`config.mk`:
```
export PLATFORM = sky130hd
export DESIGN_NAME = midi_bus_arbiter_flat
export DESIGN_NICKNAME = d
export VERILOG_FILES = /design/src/rtl/midi_bus_arbiter_if.sv /design/src/rtl/midi_bus_arbiter.sv /design/src/flat_wrapper.sv
export SDC_FILE = /design/constraint.sdc
export NUM_CORES = 1
export LEC_CHECK = 0
export ABC_AREA = 1
export ABC_CLOCK_PERIOD_IN_PS = 1300
export CAP_MARGIN = 20
export CORE_ASPECT_RATIO = 0.7
export CORE_MARGIN = 10
export CORE_UTILIZATION = 40
export DETAILED_ROUTE_END_ITERATION = 12
export DONT_BUFFER_PORTS = 1
export SETUP_SLACK_MARGIN = 0.02
export SYNTH_ARGS = -nofsm -noshare
export SYNTH_HDL_FRONTEND = slang
export SYNTH_SLANG_ARGS = --single-unit
```
`constraint.sdc`:
```
create_clock -name clk -period 1.3 [get_ports clk]
set_input_delay 0.13 -clock clk [delete_from_list [all_inputs] [get_ports clk]]
set_output_delay 0.13 -clock clk [all_outputs]
set_load 0.02 [all_outputs]
```
`src/rtl/midi_bus_arbiter_if.sv`:
```
// Bus bundle between the MIDI source channels, the arbiter and the downstream FIFO.
// master : arbiter side (drives strobes, address and FIFO write side)
// slave  : environment side (channels' irq/enable/data and FIFO full flag)
interface midi_bus_arbiter_if #(
  parameter int unsigned N_CH   = 4,
  parameter int unsigned DATA_W = 8,
  parameter int unsigned ADDR_W = 4
) ();
  logic [N_CH-1:0]   irq;
  logic [N_CH-1:0]   ch_en;
  logic [ADDR_W-1:0] addr;
  logic [N_CH-1:0]   bus_rd;
  logic [DATA_W-1:0] data;
  logic              fifo_full;
  logic [DATA_W-1:0] fifo_data;
  logic [ADDR_W-1:0] fifo_chan;
  logic              fifo_wr;
  logic              busy;

  modport master (
    input  irq, ch_en, data, fifo_full,
    output addr, bus_rd, fifo_data, fifo_chan, fifo_wr, busy
  );

  modport slave (
    output irq, ch_en, data, fifo_full,
    input  addr, bus_rd, fifo_data, fifo_chan, fifo_wr, busy
  );
endinterface

```
`src/rtl/midi_bus_arbiter.sv`:
```
// Round-robin arbiter that reads one byte at a time from N_CH MIDI source
// channels over a shared read bus and pushes it, tagged with its channel,
// into a downstream FIFO. Each transfer is IDLE -> READ -> WRITE.
// Ports:
//   clk   : clock, rising edge
//   reset : asynchronous active-low reset
//   bus   : irq/ch_en/data/fifo_full in; addr/bus_rd/fifo_data/fifo_chan/
//           fifo_wr/busy out (fifo_wr and busy are decoded from state)
module midi_bus_arbiter #(
  parameter int unsigned N_CH   = 4,
  parameter int unsigned DATA_W = 8,
  parameter int unsigned ADDR_W = 4
) (
  input  logic               clk,
  input  logic               reset,
  midi_bus_arbiter_if.master bus
);

  typedef enum logic [1:0] {
    S_IDLE  = 2'd0,
    S_READ  = 2'd1,
    S_WRITE = 2'd2
  } state_t;

  state_t            r_state;
  state_t            w_state_nxt;
  logic [ADDR_W-1:0] r_ptr;
  logic [ADDR_W-1:0] r_addr;
  logic [N_CH-1:0]   r_bus_rd;
  logic [DATA_W-1:0] r_fifo_data;
  logic [ADDR_W-1:0] r_fifo_chan;

  logic [N_CH-1:0]   w_req;
  logic [N_CH-1:0]   w_rot;
  logic              w_found;
  logic [ADDR_W-1:0] w_grant;
  logic              w_load_grant;
  logic              w_capture;
  logic              w_done;

  assign w_req = bus.irq & bus.ch_en;

  // First requesting channel at or above ptr, wrapping modulo N_CH.
  always_comb begin
    w_found = 1'b0;
    w_grant = '0;
    w_rot   = '0;
    for (int unsigned k = 0; k < N_CH; k++) begin
      w_rot = w_req >> ((32'(r_ptr) + k) % N_CH);
      if (!w_found && w_rot[0]) begin
        w_found = 1'b1;
        w_grant = ADDR_W'((32'(r_ptr) + k) % N_CH);
      end
    end
  end

  // State register.
  always_ff @(posedge clk or negedge reset) begin
    if (!reset) begin
      r_state <= S_IDLE;
    end else begin
      r_state <= w_state_nxt;
    end
  end

  // Next-state and datapath enables.
  always_comb begin
    w_state_nxt  = r_state;
    w_load_grant = 1'b0;
    w_capture    = 1'b0;
    w_done       = 1'b0;
    case (r_state)
      S_IDLE: begin
        if (w_found) begin
          w_load_grant = 1'b1;
          w_state_nxt  = S_READ;
        end
      end
      S_READ: begin
        w_capture   = 1'b1;
        w_state_nxt = S_WRITE;
      end
      S_WRITE: begin
        // A full FIFO simply holds us here with the byte intact.
        if (!bus.fifo_full) begin
          w_done      = 1'b1;
          w_state_nxt = S_IDLE;
        end
      end
      default: begin
        w_state_nxt = S_IDLE;
      end
    endcase
  end

  // Grant, capture and round-robin pointer registers.
  always_ff @(posedge clk or negedge reset) begin
    if (!reset) begin
      r_ptr       <= '0;
      r_addr      <= '0;
      r_bus_rd    <= '0;
      r_fifo_data <= '0;
      r_fifo_chan <= '0;
    end else begin
      if (w_load_grant) begin
        r_addr      <= w_grant;
        r_bus_rd    <= N_CH'(1) << w_grant;
        r_fifo_chan <= w_grant;
      end
      if (w_capture) begin
        r_fifo_data <= bus.data;
        r_bus_rd    <= '0;
      end
      if (w_done) begin
        r_ptr <= ADDR_W'((32'(r_addr) + 32'd1) % N_CH);
      end
    end
  end

  assign bus.addr      = r_addr;
  assign bus.bus_rd    = r_bus_rd;
  assign bus.fifo_data = r_fifo_data;
  assign bus.fifo_chan = r_fifo_chan;
  assign bus.fifo_wr   = w_done;
  assign bus.busy      = (r_state != S_IDLE);

endmodule

```
`src/flat_wrapper.sv`:
```
// flat-port wrapper written by rule: the top's interface ports become plain ports
module midi_bus_arbiter_flat 
#(
  parameter int unsigned N_CH   = 4,
  parameter int unsigned DATA_W = 8,
  parameter int unsigned ADDR_W = 4
)
  (clk, reset, bus_irq, bus_ch_en, bus_data, bus_fifo_full, bus_addr, bus_bus_rd, bus_fifo_data, bus_fifo_chan, bus_fifo_wr, bus_busy);
  midi_bus_arbiter_if #(.N_CH(N_CH), .DATA_W(DATA_W), .ADDR_W(ADDR_W)) bus_i ();
  input  logic clk;
  input  logic reset;
  input wire logic [$bits(bus_i.irq)-1:0] bus_irq;
  input wire logic [$bits(bus_i.ch_en)-1:0] bus_ch_en;
  input wire logic [$bits(bus_i.data)-1:0] bus_data;
  input wire logic [$bits(bus_i.fifo_full)-1:0] bus_fifo_full;
  output wire logic [$bits(bus_i.addr)-1:0] bus_addr;
  output wire logic [$bits(bus_i.bus_rd)-1:0] bus_bus_rd;
  output wire logic [$bits(bus_i.fifo_data)-1:0] bus_fifo_data;
  output wire logic [$bits(bus_i.fifo_chan)-1:0] bus_fifo_chan;
  output wire logic [$bits(bus_i.fifo_wr)-1:0] bus_fifo_wr;
  output wire logic [$bits(bus_i.busy)-1:0] bus_busy;
  assign bus_i.irq = bus_irq;
  assign bus_i.ch_en = bus_ch_en;
  assign bus_i.data = bus_data;
  assign bus_i.fifo_full = bus_fifo_full;
  assign bus_addr = bus_i.addr;
  assign bus_bus_rd = bus_i.bus_rd;
  assign bus_fifo_data = bus_i.fifo_data;
  assign bus_fifo_chan = bus_i.fifo_chan;
  assign bus_fifo_wr = bus_i.fifo_wr;
  assign bus_busy = bus_i.busy;
  midi_bus_arbiter #(.N_CH(N_CH), .DATA_W(DATA_W), .ADDR_W(ADDR_W)) u_core (.clk(clk), .reset(reset), .bus(bus_i));
endmodule
```
### Yosys cells after proc, flatten, opt, wreduce, memory -nomap -nowiden

Cells that the tools add are included.

* add/subtract/negate cells: 4
* multipliers: 0
* div/mod/pow operators: 0
* magnitude comparators: 0
* equal/unequal tests: 4
* shift-type cells: 5
* muxes and demuxes: 18
* bitwise gates (word level): 1
* reductions and logical operators: 10

Operator list (number)
* $mux W4: 5
* $shr A4 B2 Y1: 4
* $mux W1: 9
* $mux W2: 3
* $pmux W2 S3: 1
* $add A2 B1 Y2 const B: 2
* $add A2 B2 Y2 const B: 2
* $and A4 B4 Y4: 1
* $reduce_bool A2 Y1: 2
* $shl A1 B4 Y4 const A: 1
* $logic_and A1 B1 Y1: 3
* $logic_not A1 Y1: 3
* $eq A2 B1 Y1 const B: 1
* $eq A2 B2 Y1 const B: 1
* $logic_not A2 Y1: 1
* $ne A2 B1 Y1 const B: 1
* $ne A2 B2 Y1 const B: 1
* $reduce_and A2 Y1: 1

* register bits after elaboration: 20
* latch bits: 0
* memory bits (writable): 0
* ROM bits: 0
* bits of input ports: 19
* output and inout bits: 22
* logic and storage cells: 47
* memories kept: 0

### Depth between registers and ports, before layout

Gate-level depths: netlist of the first run.

* depth in word-level cells: 16
* gate-level depth with buffers: 13

### Worst setup path before layout of the first run

Ideal clock, no wire load.

* kind: register -> register
* from: reg u_core.r_state[0]
* to: reg u_core.r_ptr[0]
* setup time: 0.081 ns
* data arrival time: 1.321 ns
* slack: -0.101 ns
* stages on the path, launching flop included: 3
* buffers on the path: 0
* period minus slack after synthesis: 1.401 ns
* cell sequence: dfrtp_1 nor3_1 mux2i_1

* cells in the longest elaborated chain, start to end: 2

RTL lines
* start: declaration: line midi_bus_arbiter.sv:25 `state_t r_state;`
* start signal: assignment: line midi_bus_arbiter.sv:62 `r_state <= w_state_nxt;`
* $eq A2 B2 Y1: line midi_bus_arbiter.sv:72 `case (r_state)`
* $mux W1: line midi_bus_arbiter.sv:72
* named net bus_fifo_wr: line flat_wrapper.sv:20 `output wire logic [$bits(bus_i.fifo_wr)-1:0] bus_fifo_wr;`
* end signal: assignment: line midi_bus_arbiter.sv:115 `r_ptr <= ADDR_W'((32'(r_addr) + 32'd1) % N_CH);`
* end: declaration: line midi_bus_arbiter.sv:27 `logic [ADDR_W-1:0] r_ptr;`

The timed path passes the listed nets, and every way through them passes these cells.
A chain may end at the register's enable or synchronous reset.

### Worst setup path after layout of the first run

* from: reg u_core.r_ptr[0]
* to: reg u_core.r_bus_rd[3] (netlist: u_core.bus.bus_rd[3])

* cells in the longest elaborated chain, start to end: 14
* elaborated cells on any way between the ends: 27
* classes of those cells: add/sub: 3; shift: 5; mux: 12; reduce/logical: 7

RTL lines
* branches (longest 14 deep; another with $add A2 B1 Y2)
* end signal: assignment: line midi_bus_arbiter.sv:107 `r_bus_rd <= N_CH'(1) << w_grant;`
* end: declaration: line midi_bus_arbiter.sv:29 `logic [N_CH-1:0] r_bus_rd;`

Parallel ways; which one is timed is not known. The select of a mux whose other input is x is not followed.

==> metrics.md, run 1 <==
| Metric | Value |
|---|---|
| Outcome | complete, but fails checks |
| # rows | 15 |
| Tcrit/Tclk final | 115% |
| Setup TNS Final | -1.07 ns |
| Share of cells above drive strength 1 | 42.8% |
| Root buffer cell | clkbuf_8 |
| Worst-skew pair later-pin latency | 0.25 ns |
| Die Y | 63.0 um |
| Cell area after synthesis | 1060 sq um |
| Chip width | 81.5 um |
| Worst min-delay path class | in -> reg |
| Reg2reg path depth | 9 |
| F_max | 669 MHz |
| Starting density of the core | 42.4% |
| Lkg Pwr | 0.646 nW |
| Initial antenna violation count | 0 |
| Setup-failing EPs final | 7 |
| Gpl congestion | 0.869 |
| Slew Limit Headroom | 47.9% |
| Final Routed Wirelength | 2.66 mm |
| Maxcap violations | 0 |
| Area grow syn2layout | 26.4% |
| RSZ-0062 raised after global routing | yes |
| Total number of vias | 897 |
| Top cells by area, synth | dfrtp_1 (43%), nand2_1 (14%), mux2_2 (8.5%) |
| PortBufs | 0 |
| Number of global-route vias before repair | 858 |
| Crit. Startpoint | u_core.r_ptr[0]$_DFFE_PN0P_ |
| Failing checks | setup timing |
| Total power | 3.92 mW |
| Worst Setup EP | u_core.bus.bus_rd[3]$_DFFE_PN0P_ |
| CP startpoint kind | flip-flop |
| Cells after DPL | 168 |
| Routed Antenna Nets | 0 |
| R2R Path Start | u_core.r_ptr[0]$_DFFE_PN0P_ |
| Final Non-Filler Cells | 179 |
| Die footprint | 5130 sq um |
| Critical R2R Capture | u_core.bus.bus_rd[3]$_DFFE_PN0P_ |
| Crit path DAT | 1.64 ns |
| Final hold vios | 0 |
| Setup slack after layout | -0.195 ns |
| Post-DP HPWL | 2.01 mm |
| Reg clk slew, reported paths | 0.07 ns |
| Final Critical Period | 1.50 ns |
| Drt first pass iters | 4 |
| Synth top area share | 42.6% |
| Core Util, Final | 53.5% |
| Residual DRC count | 0 |
| Power Density | 2930 nW/um^2 |
| CTS tree | done |
| Initial DRC count | 49 |
| Largest area contributor in the netlist | dfrtp_1 |
| CTS H-tree depth | 1 |
| Sequential fraction of the synthesis area | 42.6% |
| Via-to-Cell Ratio | 5.01 |
| Worst hold margin | 0.0244 ns |
| Ant diodes | 0 |
| #FFs+latches synth | 18 |
| Synth cell types | 23 |
| R2R setup slack | -0.20 ns |
| Synth Warn # | 0 |
| Layout Skew | 0.00129 ns |
| Worst vdd ir | 1.09 mV |
| # clock sinks | 18 |
| Cell count after synthesis | 128 |
| Clock tree buffer depth | 2 |
| Mean Syn Cell Area | 8.26 sq um |
| Largest net degree at the start of global routing | 19 |
| TritonCTS Buffers | 3 |
| Grt total ovfl | 0 |
| First-pass GRT wire length | 4.28 mm |
| Worst setup path class | reg -> reg |
| Crit-path max FO | 5 |
| # IOs | 41 |
| Critical Path End Type | flip-flop |
| Tot GR Track Use | 10.3% |
| Core box area | 2500 sq um |
| Drt wl/cell | 14.9 um |
| Worst-Margin Slew | 0.779 ns |
| Final Max Tran Viols | 0 |
| Worst EP required | 1.45 ns |
| Layout net count | 165 |
==> registers in the layout, indices dropped and copies added (netlist names) <==
name / flops
u_core.bus.fifo_data: 8
u_core.bus.bus_rd: 4
u_core.bus.addr: 2
u_core.r_ptr: 2
u_core.r_state: 2
==> metrics by stage <==
step	area (sq um)	setup slack (ns)
2_1_floorplan	1090	0.000132
3_3_place_gp	1150	-0.234
3_5_place_dp	1150	-0.250
4_1_cts	1280	-0.160
5_1_grt	1340	-0.300
6_report	1340	-0.195
==> cell usage in the layout (no fill, tap or decap), drive strengths merged <==
master	netlist	final
nor3	1	1
nand4	3	3
nand3	19	19
xor2	1	1
dfrtp	18	18
nand2	48	49
mux2	8	8
mux2i	1	1
a21oi	2	2
conb	1	4
inv	6	6
o21ai	3	3
buf	8	15
dlygate4sd3	0	2
clkbuf	0	4
nor2	9	9
==> metal layers <==
metal  vias up  global-route usage [%]  part of all wire [%]
li1        444                       -                     -
met1       428                    13.2                    43
met2        23                    15.7                    49
met3         2                    4.45                   7.7
met4         0                    1.29                  0.45
met5         -                       0                     0
==> worst min-delay path by stage <==
stage	startpoint	endpoint	slack (ns)	cells after the start
floorplan	reset	u_core.bus.addr[0]$_DFFE_PN0P_	-0.17	0
global placement	reset	u_core.bus.fifo_data[0]$_DFFE_PN0N_	-0.17	0
detailed placement	reset	u_core.bus.fifo_data[4]$_DFFE_PN0N_	-0.17	0
CTS	bus_data[2]	u_core.bus.fifo_data[2]$_DFFE_PN0N_	0.02	1
global route	bus_data[7]	u_core.bus.fifo_data[7]$_DFFE_PN0N_	0.01	1
finish	bus_data[0]	u_core.bus.fifo_data[0]$_DFFE_PN0N_	0.02	1
==> where the power goes <==
part	switching, mW	internal (mW)	total (mW)
logic	1.29	0.899	2.19
clock network	0.183	0.269	0.452
registers	0.450	0.828	1.28
total	1.93	2.00	3.92
==> kinds of logic after synthesis <==
logic type | after synthesis | share of synthesized area, %
DFF | 18 | 42.6
and+or+nand+nor | 80 | 35.7
AOI/OAI and AO/OA | 5 | 2.37
muxes | 9 | 9.47
buffers and inverters | 14 | 8.64
other | 1 | 0.355
xor gates and xnor gates | 1 | 0.829
==> final cells by class <==
type	count	area [sq um]
Clock buffer	4	55.1
Fill cell	232	1160
Inverter	6	30.0
Multi-Input combinational cell	100	612
Sequential cell	18	453
Tap cell	34	42.5
Timing Repair Buffer	17	144
==> cell usage after synthesis (all sizes together) <==
cell    n
nand2  48
nand3  19
dfrtp  18
nor2    9
buf     8
mux2    8
inv     6
nand4   3
o21ai   3
a21oi   2
conb    1
mux2i   1
nor3    1
xor2    1
==> timing repair <==
item | in CTS | in global routing
setup endpoints to repair | 8 | 17
pin swaps | 9 | 7
hold endpoints to repair | 19 | 0
setup buffers | 3 | 1
cloned | 1 | 0
gates resized for setup | 11 | 13
hold buffers | 2 | 0
==> critical path: stages (launching register included) <==
cell and delay [ns]:
dfrtp_2 0.47, buf_6 0.16, nand3_4 0.08, nand3_1 0.10, nand2_2 0.10, nand4_1 0.15
nand2_2 0.16, nor2_2 0.05, nand2_1 0.05, nand2_1 0.05
(Power assumes the default switching activity.)
==> inputs of run 2 (changes only) <==
--- a/config.mk
+++ b/config.mk
@@ -9,8 +9,8 @@
 export ABC_CLOCK_PERIOD_IN_PS = 1300
 export CAP_MARGIN = 20
 export CORE_ASPECT_RATIO = 0.7
-export CORE_MARGIN = 10
-export CORE_UTILIZATION = 40
+export CORE_MARGIN = 5
+export CORE_UTILIZATION = 42
 export DETAILED_ROUTE_END_ITERATION = 12
 export DONT_BUFFER_PORTS = 1
 export SETUP_SLACK_MARGIN = 0.02
==> run 2 against run 1 <==
Net effect: the run still ends with setup timing left; utilization up 5.7 points; final cell count up 5.0%; total power up 3.6%; setup slack worse by 0.041 ns; clock power down 24%; global-route usage up 3.5 points; die area down 29%; largest cell class unchanged; largest power group unchanged.
==> metrics.md, run 2 (synthesis gave the netlist of run 1 again) <==
| Metric | Value |
|---|---|
| Initial DRC count | 36 |
| Core Util, Final | 59.2% |
| Clock power share | 8.5% |
| Layout net count | 174 |
| Largest net degree at the start of global routing | 19 |
| Final Critical Period | 1.54 ns |
| CTS H-tree depth | 1 |
| Initial antenna violation count | 0 |
| Sequential group share of total power | 30.8% |
| Hold Path Stages | 4 |
| Tcrit/Tclk final | 118% |
| Routed Antenna Nets | 0 |
| Worst vdd ir | 1.25 mV |
| Internal Power | 2.03 mW |
| Layout Skew | 0.00609 ns |
| Tot GR Track Use | 13.7% |
| R2R setup slack | -0.24 ns |
| Maxcap violations | 0 |
| Top delay family on crit path | simple AND/OR/NAND/NOR gates |
| R2R Path Start | u_core.r_ptr[0]$_DFFE_PN0P_ |
| Die Y | 52.0 um |
| Critical path's largest stage delay | 0.45 ns |
| Final Routed Wirelength | 2.63 mm |
| Reg2reg path depth | 11 |
| Residual DRC count | 0 |
| Setup slack after layout | -0.237 ns |
| Setup TNS Final | -1.33 ns |
| Via-to-Cell Ratio | 5.04 |
| First-pass GRT wire length | 3.95 mm |
| # clock sinks | 18 |
| Largest register FFs | 8 |
| Worst min-delay path class | in -> reg |
| Gpl congestion | 0.787 |
| Worst-path cell chain | buf_12, clkinv_8, nand2_4, nand2_4, nand2_4, nand2_4, nand4_1, nand2_4, nor2_4, nand2_1, nand2_1 |
| Worst-Margin Slew | 0.797 ns |
| Total number of vias | 948 |
| RSZ-0062 raised after global routing | yes |
| Grt total ovfl | 0 |
| Setup-failing EPs final | 7 |
| Slew Limit Headroom | 46.7% |
| Chip width | 70.0 um |
| Logic pwr share | 60.7% |
| Critical Path Slowest Stage Cell | dfrtp_2 |
| Failing checks | setup timing |
| Sw frac | 50.1% |
| PortBufs | 0 |
| Ant diodes | 0 |
| Crit path DAT | 1.73 ns |
| Post-DP HPWL | 1.81 mm |
| TritonCTS Buffers | 3 |
| Cell repeated most along the worst path | nand2_4 |
| Area grow syn2layout | 36.7% |
| Worst setup path class | reg -> reg |
| Critical Path End Type | flip-flop |
| FILL cells | 206 |
| WHS Endpoint | u_core.r_ptr[1]$_DFFE_PN0P_ |
| WP buf/inv | 2 |
| Starting density of the core | 43.3% |
| Clock tree buffer depth | 2 |
| Switching power | 2.03 mW |
| Power Density | 2810 nW/um^2 |
| Final Max Tran Viols | 0 |
| Reg clk slew, reported paths | 0.10 ns |
| Worst EP required | 1.50 ns |
| Crit-path max FO | 8 |
| # rows | 15 |
| Outcome | complete, but fails checks |
| Critical R2R Capture | u_core.bus.bus_rd[3]$_DFFE_PN0P_ |
| Lkg Pwr | 0.700 nW |
| CTS tree | done |
| Root buffer cell | clkbuf_4 |
| Final hold vios | 0 |
| F_max | 651 MHz |
| CP startpoint kind | flip-flop |
| Core box area | 2440 sq um |
| Drt wl/cell | 14.0 um |
| Total power | 4.06 mW |
| Worst-skew pair later-pin latency | 0.29 ns |
| # IOs | 41 |
| Min-delay src | bus_fifo_full |
| Most common cell after layout, fill and taps aside | nand2_1 |
| Die footprint | 3640 sq um |
| Drt first pass iters | 4 |
| Commonest non-fill, non-tap cells in the layout | nand2_1 (30), dfrtp_1 (16), nand3_1 (15) |
| Number of global-route vias before repair | 826 |
| Share of cells above drive strength 1 | 41.6% |
## run 2: cell type report
type / count / area, sq um / area share, %
Clock buffer: 4 / 36.3 / 2.51
Inverter: 6 / 35.0 / 2.42
Multi-Input combinational cell: 100 / 637 / 44.1
Sequential cell: 18 / 453 / 31.3
Tap cell: 34 / 42.5 / 2.94
Timing Repair Buffer: 26 / 241 / 16.7
## run 2: worst max path at each step
stage | slack [ns] | from | to | cells past startpoint
3_5_place_dp | -0.25 | u_core.r_ptr[0]$_DFFE_PN0P_ | u_core.bus.bus_rd[1]$_DFFE_PN0P_ | 8
2_1_floorplan | 0.0001 | u_core.r_ptr[0]$_DFFE_PN0P_ | u_core.bus.bus_rd[3]$_DFFE_PN0P_ | 11
5_1_grt | -0.34 | u_core.r_ptr[1]$_DFFE_PN0P_ | u_core.bus.bus_rd[3]$_DFFE_PN0P_ | 10
6_report | -0.24 | u_core.r_ptr[0]$_DFFE_PN0P_ | u_core.bus.bus_rd[3]$_DFFE_PN0P_ | 11
3_3_place_gp | -0.22 | u_core.r_ptr[0]$_DFFE_PN0P_ | u_core.bus.bus_rd[1]$_DFFE_PN0P_ | 8
4_1_cts | -0.18 | u_core.r_ptr[0]$_DFFE_PN0P_ | u_core.bus.bus_rd[1]$_DFFE_PN0P_ | 9
## run 2: worst register-to-register path, cell delays in order (launching register included)
cell,delay [ns]
dfrtp_2,0.45
buf_12,0.15
clkinv_8,0.07
nand2_4,0.05
nand2_4,0.08
nand2_4,0.05
nand2_4,0.09
nand4_1,0.19
nand2_4,0.15
nor2_4,0.04
nand2_1,0.05
nand2_1,0.05
## run 2: routing by layer
metal	share of wire, %	up-vias	routed length, um	global-route usage, %
met5	0	-	0	0
met4	0	0	0	0.955
met3	10	0	268	6.18
met2	47	44	1250	21.2
met1	42	440	1120	18.6
li1	-	464	-	-
## run 2: stage by stage
stage                     instances  area (sq um)  hold WS, ns  setup slack, ns
final                           188          1450        0.150           -0.237
after global routing            188          1450        0.141           -0.344
after CTS                       183          1320        0.136           -0.175
after detailed placement        168          1150       -0.165           -0.254
after global placement          168          1150       -0.165           -0.219
after floorplan                 131          1090       -0.166         0.000132
## run 2: power by group through the flow
stage               combinational [mW]  sequential (mW)  clock (mW)
floorplan                         1.48             1.22           0
global placement                  1.84             1.26           0
detailed placement                1.86             1.27           0
CTS                               1.96             1.29       0.358
global route                      2.67             1.29       0.388
finish                            2.47             1.25       0.344
## run 2: what timing repair did
action / in CTS / in global routing
cloned: 0 / 1
hold buffers: 10 / 0
buffers inserted: 1 / 4
hold endpoints to repair: 27 / 0
setup endpoints to repair: 9 / 17
gates resized for setup: 8 / 22
pin swaps: 1 / 13
==> inputs of run 3 (changes only) <==
--- a/config.mk
+++ b/config.mk
@@ -13,6 +13,7 @@
 export CORE_UTILIZATION = 42
 export DETAILED_ROUTE_END_ITERATION = 12
 export DONT_BUFFER_PORTS = 1
+export MAX_ROUTING_LAYER = met4
 export SETUP_SLACK_MARGIN = 0.02
 export SYNTH_ARGS = -nofsm -noshare
 export SYNTH_HDL_FRONTEND = slang
==> run 3 against run 2 <==
Net effect: the flow still finishes with violations (setup timing); flip-flop and latch count stayed put; sequential power hardly changed; first-iteration DRC count stayed put; setup slack hardly changed; total power hardly changed.
==> metrics.md, run 3 (synthesis gave the netlist of run 1 again) <==
| Metric | Value |
|---|---|
| Outcome | complete, but fails checks |
| Failing checks | setup timing |
| Most common cell after layout, fill and taps aside | nand2_1 |
| FILL cells | 206 |
| Residual DRC count | 0 |
| Worst min-delay path class | in -> reg |
| Final Critical Period | 1.54 ns |
| Initial DRC count | 36 |
| Root buffer cell | clkbuf_4 |
| Critical Path Slowest Stage Cell | dfrtp_2 |
| Worst-skew pair later-pin latency | 0.29 ns |
| Met3 WL post-DR | 260 um |
| DR WL met2 | 1.25 mm |
| Register Area | 453 sq um |
| Clock tree buffer depth | 2 |
| Setup slack after layout | -0.237 ns |
| Worst setup path class | reg -> reg |
| Drt wl/cell | 14.0 um |
| Routed met1 length | 1.12 mm |
| Largest net degree at the start of global routing | 19 |
| RSZ-0062 raised after global routing | yes |
| Gpl congestion | 0.798 |
| Grt total ovfl | 0 |
| Worst EP required | 1.50 ns |
| Maxcap violations | 0 |
| CP startpoint kind | flip-flop |
| Core Util, Final | 59.2% |
| Drt first pass iters | 4 |
| Worst vdd ir | 1.25 mV |
| Final hold vios | 0 |
| Die footprint | 3640 sq um |
| Slew Limit Headroom | 46.7% |
| CTS tree | done |
| Ant diodes | 0 |
| Final Max Tran Viols | 0 |
| # clock sinks | 18 |
| Commonest non-fill, non-tap cells in the layout | nand2_1 (30), dfrtp_1 (16), nand3_1 (15) |
| Lkg Pwr | 0.700 nW |
| Area grow syn2layout | 36.7% |
| Area of the multi-input gates | 637 sq um |
| Via-to-Cell Ratio | 5.05 |
| Power Density | 2810 nW/um^2 |
| Number of global-route vias before repair | 826 |
| F_max | 651 MHz |
| First-pass GRT wire length | 3.95 mm |
| Crit-path max FO | 8 |
| Crit path DAT | 1.73 ns |
| Pre-CTS setup slack | -0.254 ns |
| PortBufs | 0 |
| Tcrit/Tclk final | 118% |
| Share of cells above drive strength 1 | 41.6% |
| Final Routed Wirelength | 2.63 mm |
| Chip width | 70.0 um |
| Tot GR Track Use | 14.1% |
| Post-DP HPWL | 1.81 mm |
| Core box area | 2440 sq um |
| Total number of vias | 949 |
| Largest register FFs | 8 |
| CTS H-tree depth | 1 |
| Initial antenna violation count | 0 |
| Setup-failing EPs final | 7 |
| Worst-Margin Slew | 0.797 ns |
| Uppermost layer routed | met3 |
| Reg clk slew, reported paths | 0.11 ns |
| Layout Skew | 0.00665 ns |
| # rows | 15 |
| TritonCTS Buffers | 3 |
| Layout net count | 174 |
| Cell repeated most along the worst path | nand2_4 |
| Worst-path cell chain | buf_12, clkinv_8, nand2_4, nand2_4, nand2_4, nand2_4, nand4_1, nand2_4, nor2_4, nand2_1, nand2_1 |
| Critical path's largest stage delay | 0.45 ns |
| Routed Antenna Nets | 0 |
| Starting density of the core | 43.3% |
| Die Y | 52.0 um |
| # IOs | 41 |
| Critical Path End Type | flip-flop |
run 3: cell counts in the layout (fill, tap and decap cells not counted):
Identical to the previous run, type by type.
run 3: layer usage:
metal	vias to the layer above	track usage, %
met4	0	0.955
met1	441	19.1
met2	44	21.2
li1	464	-
met5	-	-
met3	0	5.41
run 3: stage by stage:
step	total power, mW	area, sq um	instances	TNS, ns	hold WS, ns
floorplan	2.70	1090	131	0	-0.166
detailed placement	3.13	1150	168	-1.50	-0.165
CTS	3.60	1320	183	-0.942	0.136
finish	4.06	1450	188	-1.33	0.150
global route	4.34	1450	188	-2.11	0.141
global placement	3.10	1150	168	-1.19	-0.165
run 3: final timing paths:
path,startpoint,end,slack (ns),cells past startpoint
worst max-delay path,u_core.r_ptr[0]$_DFFE_PN0P_,u_core.bus.bus_rd[3]$_DFFE_PN0P_,-0.24,11
worst min-delay path,bus_fifo_full,u_core.r_ptr[1]$_DFFE_PN0P_,0.15,4
worst max register to register,u_core.r_ptr[0]$_DFFE_PN0P_,u_core.bus.bus_rd[3]$_DFFE_PN0P_,-0.24,11
worst min register to register,u_core.bus.addr[1]$_DFFE_PN0P_,u_core.bus.addr[1]$_DFFE_PN0P_,0.55,2
max in group asynchronous,reset,u_core.r_ptr[0]$_DFFE_PN0P_,0.40,1
min in group asynchronous,reset,u_core.r_state[0]$_DFFE_PN0P_,0.36,1
run 3: worst max-delay path, delay by kind of cell (launching register included):
family / cells / cell delay, ns
buf+inv: 2 / 0.22
flops: 1 / 0.45
simple gates: 9 / 0.75
run 3: area by class of cell:
class / count / area share, %
well taps: 34 / 2.94
repair buffers: 26 / 16.7
multi-input cells: 100 / 44.1
clock buffers: 4 / 2.51
inverters: 6 / 2.42
flip-flops and latches: 18 / 31.3
run 3: what timing repair did:
item,4_1_cts,5_1_grt
cloned,0,1
gates resized for setup,8,22
hold buffers,10,0
hold endpoints to repair,27,0
setup buffers,1,4
setup endpoints to repair,9,17
pin swaps,1,13
run 3: power breakdown:
part | internal, mW | leakage (nW) | switching (mW)
Sequential | 0.826 | 0.217 | 0.426
Clock | 0.171 | 0.0210 | 0.174
Combinational | 1.03 | 0.461 | 1.43
